[src/rtl/dma_ctrl_pkg.sv]
// Shared encodings for the DMA transfer controller:
// state codes, mode/type enums and modeReg field positions.
package dma_ctrl_pkg;

  localparam logic [2:0] ST_SI = 3'd0;
  localparam logic [2:0] ST_S0 = 3'd1;
  localparam logic [2:0] ST_S1 = 3'd2;
  localparam logic [2:0] ST_S2 = 3'd3;
  localparam logic [2:0] ST_S3 = 3'd4;
  localparam logic [2:0] ST_SW = 3'd5;
  localparam logic [2:0] ST_S4 = 3'd6;
  localparam logic [2:0] ST_SC = 3'd7;

  typedef enum logic [1:0] {
    XM_DEMAND  = 2'b00,
    XM_SINGLE  = 2'b01,
    XM_BLOCK   = 2'b10,
    XM_CASCADE = 2'b11
  } xfer_mode_e;

  typedef enum logic [1:0] {
    XT_VERIFY = 2'b00,
    XT_WRITE  = 2'b01,
    XT_READ   = 2'b10,
    XT_RSVD   = 2'b11
  } xfer_type_e;

  localparam int MODE_HI  = 5;
  localparam int MODE_LO  = 4;
  localparam int MODE_DEC = 3;
  localparam int MODE_AI  = 2;
  localparam int TYPE_HI  = 1;
  localparam int TYPE_LO  = 0;

endpackage

[src/rtl/dma_transfer_ctrl_addr_count.sv]
// Latched address/count for the active service: stepping, TC and
// upper-address change flags, and autoinit write-back selection.
module dma_addr_count (
  input  logic        CLK,
  input  logic        RESET,
  input  logic        i_load,
  input  logic        i_step,
  input  logic        i_dec,
  input  logic        i_autoinit,
  input  logic        i_term,
  input  logic [15:0] i_curAddr,
  input  logic [15:0] i_curCount,
  input  logic [15:0] i_baseAddr,
  input  logic [15:0] i_baseCount,
  output logic [15:0] o_addr,
  output logic [15:0] o_wbAddr,
  output logic [15:0] o_wbCount,
  output logic        o_tcNow,
  output logic        o_tc,
  output logic        o_upChg
);

  logic [15:0] r_addr;
  logic [15:0] r_count;
  logic [15:0] r_baseAddr;
  logic [15:0] r_baseCount;
  logic        r_tc;
  logic        r_upChg;
  logic [15:0] w_addrNext;

  assign w_addrNext = i_dec ? r_addr - 16'd1 : r_addr + 16'd1;

  always_ff @(posedge CLK) begin
    if (RESET) begin
      r_addr      <= '0;
      r_count     <= '0;
      r_baseAddr  <= '0;
      r_baseCount <= '0;
      r_tc        <= 1'b0;
      r_upChg     <= 1'b0;
    end else if (i_load) begin
      r_addr      <= i_curAddr;
      r_count     <= i_curCount;
      r_baseAddr  <= i_baseAddr;
      r_baseCount <= i_baseCount;
      r_tc        <= 1'b0;
      r_upChg     <= 1'b0;
    end else if (i_step) begin
      r_addr  <= w_addrNext;
      r_count <= r_count - 16'd1;
      r_tc    <= (r_count == 16'd0);
      r_upChg <= (w_addrNext[15:8] != r_addr[15:8]);
    end
  end

  // Autoinit reloads only when the service is terminating.
  assign o_wbAddr  = (i_term && i_autoinit) ? r_baseAddr : r_addr;
  assign o_wbCount = (i_term && i_autoinit) ? r_baseCount : r_count;
  assign o_addr    = r_addr;
  assign o_tcNow   = (r_count == 16'd0);
  assign o_tc      = r_tc;
  assign o_upChg   = r_upChg;

endmodule

[src/rtl/dma_transfer_ctrl.sv]
// 8237-style transfer sequencer for one granted channel: HRQ/DACK,
// address phase, bus strobes, stepping and register write-back.
module dma_transfer_ctrl
  import dma_ctrl_pkg::*;
(
  input  logic        CLK,
  input  logic        RESET,
  input  logic        reqValid,
  input  logic [1:0]  reqCh,
  input  logic        dreqHeld,
  input  logic        HLDA,
  input  logic        READY,
  input  logic        EOP_in_n,
  input  logic [5:0]  modeReg,
  input  logic [15:0] curAddr,
  input  logic [15:0] curCount,
  input  logic [15:0] baseAddr,
  input  logic [15:0] baseCount,
  output logic        HRQ,
  output logic        dackValid,
  output logic [1:0]  dackCh,
  output logic        AEN,
  output logic        ADSTB,
  output logic [15:0] addrOut,
  output logic        MEMR_n,
  output logic        MEMW_n,
  output logic        IOR_n,
  output logic        IOW_n,
  output logic        EOP_out_n,
  output logic        wbValid,
  output logic [1:0]  wbCh,
  output logic [15:0] wbAddr,
  output logic [15:0] wbCount,
  output logic        tcSet,
  output logic        serviceDone
);

  logic [2:0]  r_state;
  logic [1:0]  r_ch;
  logic [5:0]  r_mode;
  logic        r_term;
  logic        r_hrq, r_dack, r_aen, r_adstb;
  logic [1:0]  r_dackCh, r_wbCh;
  logic [15:0] r_addrOut, r_wbAddr, r_wbCount;
  logic        r_memr, r_memw, r_ior, r_iow, r_eopOut;
  logic        r_wbValid, r_tcSet, r_done;

  logic [2:0]  w_nstate;
  logic        w_load, w_step;
  logic        w_eopHit, w_inXfer, w_term, w_end;
  logic        w_dackN, w_aenN, w_rdCmd, w_wrCmd;
  logic        w_fromXfer, w_fromCasc, w_newAddr;
  logic [15:0] w_addr, w_wbAddr, w_wbCount;
  logic        w_tcNow, w_tc, w_upChg;
  xfer_mode_e  w_mode;
  xfer_type_e  w_type;

  assign w_mode = xfer_mode_e'(r_mode[MODE_HI:MODE_LO]);
  assign w_type = xfer_type_e'(r_mode[TYPE_HI:TYPE_LO]);

  dma_addr_count u_ac (
    .CLK        (CLK),
    .RESET      (RESET),
    .i_load     (w_load),
    .i_step     (w_step),
    .i_dec      (r_mode[MODE_DEC]),
    .i_autoinit (r_mode[MODE_AI]),
    .i_term     (w_term),
    .i_curAddr  (curAddr),
    .i_curCount (curCount),
    .i_baseAddr (baseAddr),
    .i_baseCount(baseCount),
    .o_addr     (w_addr),
    .o_wbAddr   (w_wbAddr),
    .o_wbCount  (w_wbCount),
    .o_tcNow    (w_tcNow),
    .o_tc       (w_tc),
    .o_upChg    (w_upChg)
  );

  assign w_inXfer = r_state inside {ST_S1, ST_S2, ST_S3, ST_SW, ST_S4};
  assign w_eopHit = !EOP_in_n && (r_state inside {ST_S2, ST_S3, ST_SW});
  // Lost HLDA, external EOP and TC all end the service after S4.
  assign w_term = r_term || w_tc || !HLDA;
  assign w_end  = w_term || (w_mode == XM_SINGLE) ||
                  ((w_mode == XM_DEMAND) && !dreqHeld);

  always_comb begin
    w_nstate = r_state;
    w_load   = 1'b0;
    w_step   = 1'b0;
    case (r_state)
      ST_SI: begin
        if (reqValid) begin
          w_nstate = ST_S0;
          w_load   = 1'b1;
        end
      end
      ST_S0: begin
        if (HLDA)
          w_nstate = (w_mode == XM_CASCADE) ? ST_SC : ST_S1;
      end
      ST_SC: if (!dreqHeld) w_nstate = ST_SI;
      ST_S1: w_nstate = ST_S2;
      ST_S2: w_nstate = ST_S3;
      ST_S3, ST_SW: begin
        if (READY) begin
          w_nstate = ST_S4;
          w_step   = 1'b1;
        end else begin
          w_nstate = ST_SW;
        end
      end
      ST_S4: begin
        if (w_end)        w_nstate = ST_SI;
        else if (w_upChg) w_nstate = ST_S1;
        else              w_nstate = ST_S2;
      end
      default: w_nstate = ST_SI;
    endcase
  end

  assign w_dackN = w_nstate inside {ST_S1, ST_S2, ST_S3, ST_SW, ST_S4, ST_SC};
  assign w_aenN  = w_nstate inside {ST_S1, ST_S2, ST_S3, ST_SW, ST_S4};
  assign w_rdCmd = w_nstate inside {ST_S2, ST_S3, ST_SW};
  assign w_wrCmd = w_nstate inside {ST_S3, ST_SW};
  assign w_fromXfer = (r_state == ST_S4) && (w_nstate == ST_SI);
  assign w_fromCasc = (r_state == ST_SC) && (w_nstate == ST_SI);
  assign w_newAddr  = (w_nstate == ST_S1) ||
                      ((r_state == ST_S4) && (w_nstate == ST_S2));

  always_ff @(posedge CLK) begin
    if (RESET) begin
      r_state <= ST_SI;
      r_ch    <= '0;
      r_mode  <= '0;
      r_term  <= 1'b0;
    end else begin
      r_state <= w_nstate;
      if (w_load) begin
        r_ch   <= reqCh;
        r_mode <= modeReg;
        r_term <= 1'b0;
      end else if (w_eopHit || (w_inXfer && !HLDA)) begin
        r_term <= 1'b1;
      end
    end
  end

  always_ff @(posedge CLK) begin
    if (RESET) begin
      r_hrq     <= 1'b0;
      r_dack    <= 1'b0;
      r_dackCh  <= '0;
      r_aen     <= 1'b0;
      r_adstb   <= 1'b0;
      r_addrOut <= '0;
      r_memr    <= 1'b1;
      r_memw    <= 1'b1;
      r_ior     <= 1'b1;
      r_iow     <= 1'b1;
      r_eopOut  <= 1'b1;
      r_wbValid <= 1'b0;
      r_wbCh    <= '0;
      r_wbAddr  <= '0;
      r_wbCount <= '0;
      r_tcSet   <= 1'b0;
      r_done    <= 1'b0;
    end else begin
      r_hrq    <= (w_nstate != ST_SI);
      r_dack   <= w_dackN;
      r_dackCh <= w_dackN ? r_ch : 2'd0;
      r_aen    <= w_aenN;
      r_adstb  <= (w_nstate == ST_S1);
      if (w_newAddr)             r_addrOut <= w_addr;
      else if (w_nstate == ST_SI) r_addrOut <= '0;
      r_memr   <= !(w_rdCmd && (w_type == XT_READ));
      r_ior    <= !(w_rdCmd && (w_type == XT_WRITE));
      r_iow    <= !(w_wrCmd && (w_type == XT_READ));
      r_memw   <= !(w_wrCmd && (w_type == XT_WRITE));
      r_eopOut <= !((w_nstate == ST_S4) && w_tcNow);
      r_wbValid <= w_fromXfer;
      r_tcSet   <= w_fromXfer && w_tc;
      r_done    <= w_fromXfer || w_fromCasc;
      if (w_fromXfer) begin
        r_wbCh    <= r_ch;
        r_wbAddr  <= w_wbAddr;
        r_wbCount <= w_wbCount;
      end
    end
  end

  assign HRQ         = r_hrq;
  assign dackValid   = r_dack;
  assign dackCh      = r_dackCh;
  assign AEN         = r_aen;
  assign ADSTB       = r_adstb;
  assign addrOut     = r_addrOut;
  assign MEMR_n      = r_memr;
  assign MEMW_n      = r_memw;
  assign IOR_n       = r_ior;
  assign IOW_n       = r_iow;
  assign EOP_out_n   = r_eopOut;
  assign wbValid     = r_wbValid;
  assign wbCh        = r_wbCh;
  assign wbAddr      = r_wbAddr;
  assign wbCount     = r_wbCount;
  assign tcSet       = r_tcSet;
  assign serviceDone = r_done;

endmodule

[config.mk]
export PLATFORM = sky130hd
export DESIGN_NAME = dma_transfer_ctrl
export DESIGN_NICKNAME = d
export VERILOG_FILES = /design/src/rtl/dma_ctrl_pkg.sv /design/src/rtl/dma_transfer_ctrl_addr_count.sv /design/src/rtl/dma_transfer_ctrl.sv
export SDC_FILE = /design/constraint.sdc
export NUM_CORES = 1
export LEC_CHECK = 0
export BUFFER_PORTS_ARGS = -buffer_cell sky130_fd_sc_hd__buf_2
export CORE_AREA = 3 3 125 127
export CTS_CLUSTER_DIAMETER = 80
export CTS_CLUSTER_SIZE = 40
export DETAILED_ROUTE_END_ITERATION = 6
export DIE_AREA = 0 0 128 130
export PLACE_DENSITY = 0.72
export RECOVER_POWER = 100
export SLEW_MARGIN = 10
export SYNTH_ARGS = -nofsm -noshare
export SYNTH_HDL_FRONTEND = slang
export SYNTH_SLANG_ARGS = --single-unit
[constraint.sdc]
create_clock -name CLK -period 6.2 [get_ports CLK]
set_clock_uncertainty 0.05 [all_clocks]
set_input_delay 0.31 -clock CLK [delete_from_list [all_inputs] [get_ports CLK]]
set_output_delay 0.31 -clock CLK [all_outputs]
set_load 0.005 [all_outputs]
==> reports/qor.yml, run 1 <==
syn_nets: 865
critPathRequiredTime_ns: 6.50
synth_xor_area_share_pct: 2.843
cp.arrival_ns: 4.57
clk_path_buf_depth: 2
slew_viol_final: 75
synth.area.mux_share_pct: 5.533
overflow: 0
synth_simple_gate_area_share_pct: 18.41
vias: 6002
grt_setup_unrepaired: "no"
yosysMostFrequentCell: "dfxtp_1"
avgSynthCellArea_um2: 8.458
root_buffer: "clkbuf_16"
r2r_end: "u_ac.r_baseCount[7]"
synth_compound_area_share_pct: 22.32
critical_path.endpoint_type: "register"
grt_max_degree: 75
p_per_area_nw_per_um2: 306.7
drc: 0
drt_iter0_drc: 536
path_class: "register to register"
synth_area_leader_cell: "dfxtp_1"
ys_seq_area_share_pct: 43.65
hpwl_um: 12330
syn_area_um2: 6512
yosysWarnings: 0
setup_violations: 0
final_nets: 980
port_buffers: 142
ant_nets: 0
status: "finished, violations left"
cts_tree: "yes"
fin_crit_sh_pct: 68.85
slew_headroom_pct: -126.7
cpPeakStageDelay_ns: 2.39
reg2reg_depth: 5
num_rows: 44
reg2reg_slack_ns: 1.93
numCtsBuffers: 17
cp_slowest_cell: "clkbuf_1"
synth-seq-cells: 142
crit_path_end: "u_ac.r_baseCount[7]"
tns_ns: 0
cts_max_level: 4
n_antenna_cell: 0
max_freq_mhz: 234.3
clock_latency_ns: 0.42
antenna_found_initial: 0
die_y_um: 130
synth_adder_area_share_pct: 3.189
netlist_instances: 770
post_cts_resize_count: 0
final_area_um2: 7802
ys_async_sr_fraction_pct: 0
crit_chain: "nor3_1 > and2_2 > clkbuf_1 > nand2_1 > a21oi_1"
placed_area_um2: 7296
maxCapViolCount: 1
critical_path_buf_inv_count: 1
utilization_pct: 53.68
grt_use_total_pct: 21.75
place_congestion: 0.8955
synth_area_leaders: "dfxtp_1 (44%), nand2_1 (6.5%), a21oi_1 (6.4%), mux2i_1 (5.5%), nor2_1 (5.4%)"
cts.sinks: 142
power.total_uw: 2393
synth_top_family_by_area: "compound AO/OA/AOI/OAI gates"
area_growth_pct: 19.81
hold_depth: 3
initial_core_util_pct: 44.81
ios: 143
ctsHoldBuffers: 0
core_um2: 14530
routedWlPerCell_um: 16.76
cp.depth: 5
grt_pass1_vias: 5544
synth_commonest_cells: "dfxtp_1 (142), nand2_1 (113), nor2_1 (94)"
min_path_type: "primary input to register"
vias_per_cell: 5.552
finalCriticalPeriod_ns: 4.269
grt_pass1_wl_um: 28640
synth_top_area_share_pct: 43.65
synth_edf_count: 0
worstSetupStartpointType: "register"
die_width_um: 128
synth_cell_type_count: 63
irDropWorstVdd_mv: 0.2115
drive_gt1_share_pct: 18.06
synth_flop_cell: "dfxtp_1"
first_pass_iters: 5
worst_pin_slew_ns: 3.401
routed_wl_um: 18110
critPathTopFamily: "buffers and inverters"
cp_max_fo: 74
hold_violations: 0
die_area_um2: 16640
failed_checks: "max-capacitance violations, max-slew violations"
critical_path.startpoint: "r_state[1]"
leakagePower_uw: 0.003288
rr_startpoint: "r_state[1]"
cts_setup_buffers: 0
path_clk_slew_ns: 0.06
power breakdown:
part	switching [uW]	total (uW)	internal (uW)
combinational	232	386	154
clock	394	983	590
sequential	57.0	1020	967
total	682	2390	1710
cell families (layout without fill, tap and decap cells):
group                    Yosys count  count (layout)
AND/OR/NAND/NOR                  273             273
AO/OA/AOI/OAI                    223             223
flip-flops                       142             142
buffers and inverters             62             189
multiplexers                      36              36
XOR/XNOR                          18              18
adder cells (fa/ha/maj)           16              16
sequential cells by signal, summed over array words and instances, names as in the netlist, 2 cells and up:
name              count
u_ac.r_count         16
u_ac.o_addr          16
r_state               3
r_mode                6
r_ch                  2
wbCh                  2
wbCount              16
dackCh                2
u_ac.r_baseCount     16
u_ac.r_baseAddr      16
addrOut              16
wbAddr               16
cell type report:
class,instances,area [um2]
repair buffers,148,716.9
fillers,1432,6731
flip-flops and latches,142,2843
inverters,10,38.79
multi-input cells,566,3406
clock buffers,21,480.5
well taps,184,230.2
clock inverters,10,87.58
tightest hold or removal path, cell delays in order:
cell	delay [ns]
buf_2	0.10
nand2_1	0.04
a21oi_1	0.05
stage by stage:
stage,setup WS [ns],std cells,hold WS (ns)
finish,1.931,1081,0.07078
global route,1.480,1081,0.06984
CTS,2.613,1081,0.05574
detailed placement,2.664,1050,0.3965
global placement,2.830,1050,0.3917
floorplan,3.406,770,0.3857
per-layer routing:
layer | track usage (%) | routed length, um | vias to the layer above
met5 | 0 | 0 | -
met4 | 7.241 | 334 | 0
met3 | 4.748 | 1127 | 24
met2 | 33.67 | 8035 | 201
met1 | 30.27 | 8615 | 2780
li1 | - | - | 2997
layout by cell type (no fill, tap or decap), types with 3 or more instances in the layout:
cell type	instances
a211o_1	3
a211oi_1	38
a21o_1	3
a21oi_1	84
a221oi_1	8
a22oi_1	32
a31oi_1	3
and2_0	3
buf_2	111
buf_4	6
clkbuf_1	31
clkbuf_16	17
clkbuf_8	4
clkinv_2	5
dfxtp_1	142
ha_1	15
inv_1	9
mux2i_1	36
nand2_1	111
nand2b_1	10
nand3_1	4
nand4_1	7
nor2_1	93
nor2b_1	3
nor3_1	12
nor4_1	5
o211ai_1	7
o21a_1	3
o21ai_0	19
o311ai_0	4
o31ai_1	3
or2_2	3
or3_1	4
xnor2_1	7
xor2_1	9
worst min-delay path by stage:
stage / from / end / slack [ns]
CTS: curCount[15] / u_ac.r_count[15] / 0.06
global placement: u_ac.r_baseAddr[4] / u_ac.r_baseAddr[4] / 0.39
detailed placement: u_ac.r_baseCount[11] / u_ac.r_baseCount[11] / 0.40
floorplan: u_ac.r_baseAddr[0] / u_ac.r_baseAddr[0] / 0.39
global route: baseCount[3] / u_ac.r_baseCount[3] / 0.07
finish: baseAddr[10] / u_ac.r_baseAddr[10] / 0.07
Note: power is estimated with default switching activity, not from simulation.
==> run 2, diff against run 1 <==
clock period = 4.3 ns   (was 6.2 ns; I/O delays follow)
==> reports/qor.yml, run 2 (synthesis gave the netlist of run 1 again) <==
initial_core_util_pct: 44.81
max_freq_mhz: 278.2
die_y_um: 130
dp_slack_ns: 0.8286
irDropWorstVdd_mv: 0.2796
grt_pass1_vias: 5828
final.setup.worst_slack_ns: 0.7052
numCtsBuffers: 17
ant_nets: 0
cts_setup_buffers: 0
p_per_area_nw_per_um2: 436.5
die_width_um: 128
reg2reg_slack_ns: 0.71
maxCapViolCount: 1
cp_max_fo: 19
cp.arrival_ns: 3.85
grt_use_total_pct: 22.32
rr_startpoint: "r_mode[3]"
grt_pass1_wl_um: 29790
worstSetupStartpointType: "register"
r2r_end: "u_ac.o_upChg"
final_area_um2: 8258
critPathRequiredTime_ns: 4.56
num_rows: 44
port_buffers: 142
grt_setup_unrepaired: "no"
hp-start: "reqCh[1]"
root_buffer: "clkbuf_16"
status: "finished, violations left"
path_clk_slew_ns: 0.06
drive_gt1_share_pct: 16.19
final_nets: 1021
tns_ns: 0
drt_iter0_drc: 476
worst_pin_slew_ns: 1.646
min_path_type: "primary input to register"
first_pass_iters: 5
post_cts_resize_count: 0
slew_viol_final: 75
clock_latency_ns: 0.42
reg2reg_depth: 8
cts_tree: "yes"
core_um2: 14530
n_antenna_cell: 0
placed_area_um2: 7313
critical_path.endpoint_type: "register"
power.total_uw: 3605
vias_per_cell: 5.533
finalCriticalPeriod_ns: 3.595
final_cell_mix: "dfxtp_1 (142), nand2_1 (111), buf_2 (102)"
hold_depth: 3
ios: 143
cts_max_level: 4
fill_cells: 1356
routedWlPerCell_um: 16.45
antenna_found_initial: 0
cts.sinks: 142
layout_commonest_cell: "dfxtp_1"
drc: 0
slew_headroom_pct: -9.743
vias: 6213
hold_violations: 0
grt_max_degree: 80
hpwl_um: 12310
fin_crit_sh_pct: 83.60
die_area_um2: 16640
routed_wl_um: 18480
place_congestion: 0.8955
leakagePower_uw: 0.003441
setup_violations: 0
failed_checks: "max-capacitance violations, max-slew violations"
overflow: 0
area_growth_pct: 26.80
path_class: "register to register"
clk_path_buf_depth: 2
hold_path_end: "r_ch[1]"
[run 2: changes by cell type in the layout (fill, tap and decap cells not counted), sizes merged]
cell	previous run	this run
clkinvlp	3	2
inv	10	9
clkbuf	52	60
buf	117	110
bufinv	1	4
dlygate4sd3	0	40
[run 2: final cells by class]
class | instances | area, um2 | share of cell area (%)
tap | 184 | 230.2 | 2.788
multi-input combinational | 566 | 3403 | 41.21
clock inverter | 11 | 165.2 | 2.000
timing repair buffer | 189 | 1127 | 13.65
sequential | 142 | 2843 | 34.42
clock buffer | 21 | 450.4 | 5.455
inverter | 10 | 38.79 | 0.4697
[run 2: what timing repair did]
item | CTS | global route
endpoints found under the hold margin | 40 | 0
setup endpoints to repair | 0 | 0
hold buffers | 40 | 0
[run 2: power by group]
group | internal [uW] | leakage [uW] | total [uW] | switching (uW)
Clock | 983 | 0.000301 | 1550 | 562
Combinational | 244 | 0.00198 | 584 | 340
Sequential | 1390 | 0.00116 | 1480 | 81.9
[run 2: worst max path at each step]
stage	startpoint	endpoint	slack, ns	cells past startpoint
after detailed placement	r_mode[3]	u_ac.o_upChg	0.83	8
after global placement	r_mode[3]	u_ac.o_upChg	0.91	8
after global routing	r_state[0]	wbAddr[0]	0.51	8
after floorplan	r_mode[3]	u_ac.o_upChg	1.51	8
after CTS	r_mode[3]	u_ac.o_upChg	0.78	8
final	r_mode[3]	u_ac.o_upChg	0.71	8
[run 2: metal layers]
metal / part of all wire (%) / global-route usage, % / vias to the layer above
met3: 5.7 / 4.421 / 37
met4: 2.9 / 9.738 / 0
met1: 47 / 29.90 / 2894
met5: 0 / 0 / -
li1: - / - / 3073
met2: 45 / 35.15 / 209
[run 2: through the flow]
step | std cells | hold slack (ns) | util, %
6_report | 1123 | 0.009881 | 56.82
5_1_grt | 1123 | 0.01481 | 56.82
4_1_cts | 1123 | 0.001191 | 57.31
3_5_place_dp | 1051 | 0.3977 | 50.32
3_3_place_gp | 1051 | 0.3893 | 50.32
2_1_floorplan | 770 | 0.2915 | -
[run 2: worst max-delay path, stage by stage (launching register included)]
cell and delay, ns:
dfxtp_1 0.81, ha_1 0.44, a2111oi_0 0.46, o21ai_0 0.34
a211oi_1 0.34, o311ai_0 0.30, nor4_1 0.38, nor4b_1 0.28
nor2_1 0.06
==> run 3, diff against run 2 <==
PLACE_DENSITY = 0.75   (was 0.72)
clock period = 3.2 ns   (was 4.3 ns; I/O delays follow)
==> reports/qor.yml, run 3 (synthesis gave the netlist of run 1 again) <==
hold_violations: 0
leakagePower_uw: 0.003606
initial_core_util_pct: 44.81
numCtsBuffers: 17
path_clk_slew_ns: 0.06
max_freq_mhz: 337.0
vias: 6529
fill_cells: 1276
critPathTopFamily: "compound AO/OA/AOI/OAI gates"
overflow: 0
drc: 0
slew_viol_final: 0
cp_slowest_cell: "a2111oi_1"
die_y_um: 130
drive_gt1_share_pct: 17.11
cts_max_level: 4
cts.sinks: 142
cp_max_fo: 7
core_um2: 14530
area_growth_pct: 33.29
critical_path_buf_inv_count: 2
fin_cells: 1166
critPathRequiredTime_ns: 3.45
min_path_type: "primary input to register"
cts_tree: "yes"
path_class: "register to register"
port_buffers: 142
routedWlPerCell_um: 17.27
layout_commonest_cell: "dfxtp_1"
die_area_um2: 16640
irDropWorstVdd_mv: 0.3975
antenna_found_initial: 0
place_congestion: 0.9139
multi_input_area_um2: 3421
die_width_um: 128
num_rows: 44
vias_per_cell: 5.599
post-place-cells: 1070
cpPeakStageDelay_ns: 0.43
ant_nets: 0
drt_iter0_drc: 555
critical_path.endpoint_type: "register"
fin_crit_sh_pct: 92.73
tns_ns: 0
crit_chain: "buf_4 > ha_1 > a2111oi_1 > o21ai_0 > buf_4 > a211oi_1 > o311ai_1 > nor4_1 > nor4b_2 > nor2_1"
clk_path_buf_depth: 2
ios: 143
grt_setup_unrepaired: "no"
worst_pin_slew_ns: 1.370
first_pass_iters: 6
worstSetupStartpointType: "register"
status: "finished, final reports clean"
final_nets: 1064
grt_use_total_pct: 23.96
crit_top_cell: "buf_4"
setup_violations: 0
cts_setup_buffers: 0
finalCriticalPeriod_ns: 2.967
grt_max_degree: 93
hpwl_um: 13200
slew_headroom_pct: 8.639
root_buffer: "clkbuf_16"
p_per_area_nw_per_um2: 581.0
cp.arrival_ns: 3.22
regArea_um2: 2843
grt_pass1_wl_um: 31730
n_antenna_cell: 0
routed_wl_um: 20140
final_cell_mix: "dfxtp_1 (142), nand2_1 (111), buf_2 (96)"
clock_latency_ns: 0.42
grt_pass1_vias: 6232
maxCapViolCount: 0
run 3: path summary, 6_finish.rpt:
kind | cells past startpoint | slack (ns) | start | to
setup / recovery | 10 | 0.23 | r_mode[3] | u_ac.o_upChg
setup reg to reg | 10 | 0.23 | r_mode[3] | u_ac.o_upChg
hold / removal | 3 | 0.02 | curAddr[10] | u_ac.o_addr[10]
hold reg to reg | 2 | 0.40 | u_ac.r_baseCount[11] | u_ac.r_baseCount[11]
run 3: worst reg2reg max path: cells and delay by family, from the launching register on:
family          cells  cell delay, ns
fa+ha+maj           1            0.22
flops               1            0.40
buf+inv             2            0.37
compound gates      4            1.09
simple gates        3            0.73
run 3: per-stage QoR:
step | util (%) | hold slack (ns) | setup WS, ns | area (um2) | power [uW]
global placement | 51.30 | 0.3377 | 0.2205 | 7456 | 2796
finish | 59.73 | 0.01996 | 0.2328 | 8681 | 5043
global route | 59.73 | 0.008445 | 0.0008946 | 8681 | 5237
detailed placement | 51.30 | 0.3412 | 0.2676 | 7456 | 2804
CTS | 60.22 | 0.006324 | 0.2278 | 8752 | 5057
floorplan | - | 0.2365 | 0.4056 | 6513 | 2527
run 3: power by group:
group	switching [uW]	internal (uW)
sequential	102	1870
combinational	499	368
clock	793	1410
run 3: timing repair:
action,4_1_cts,5_1_grt
setup endpoints to repair,0,2
hold buffers,64,0
hold endpoints to repair,65,0
resized for setup,0,5
run 3: area by class of cell:
| type | instances | area share (%) |
|---|---|---|
| clock buffers | 19 | 5.102 |
| clock inverters | 13 | 2.450 |
| inverters | 10 | 0.4468 |
| multi-input cells | 566 | 39.41 |
| flip-flops and latches | 142 | 32.75 |
| well taps | 184 | 2.652 |
| repair buffers | 232 | 17.20 |
run 3: routing by layer:
| layer | vias up | share of wire, % | global-route usage (%) |
|---|---|---|---|
| li1 | 3165 | - | - |
| met4 | 0 | 2.7 | 9.051 |
| met2 | 252 | 47 | 39.40 |
| met3 | 41 | 5.9 | 4.585 |
| met1 | 3071 | 45 | 31.41 |
| met5 | - | 0 | 0 |
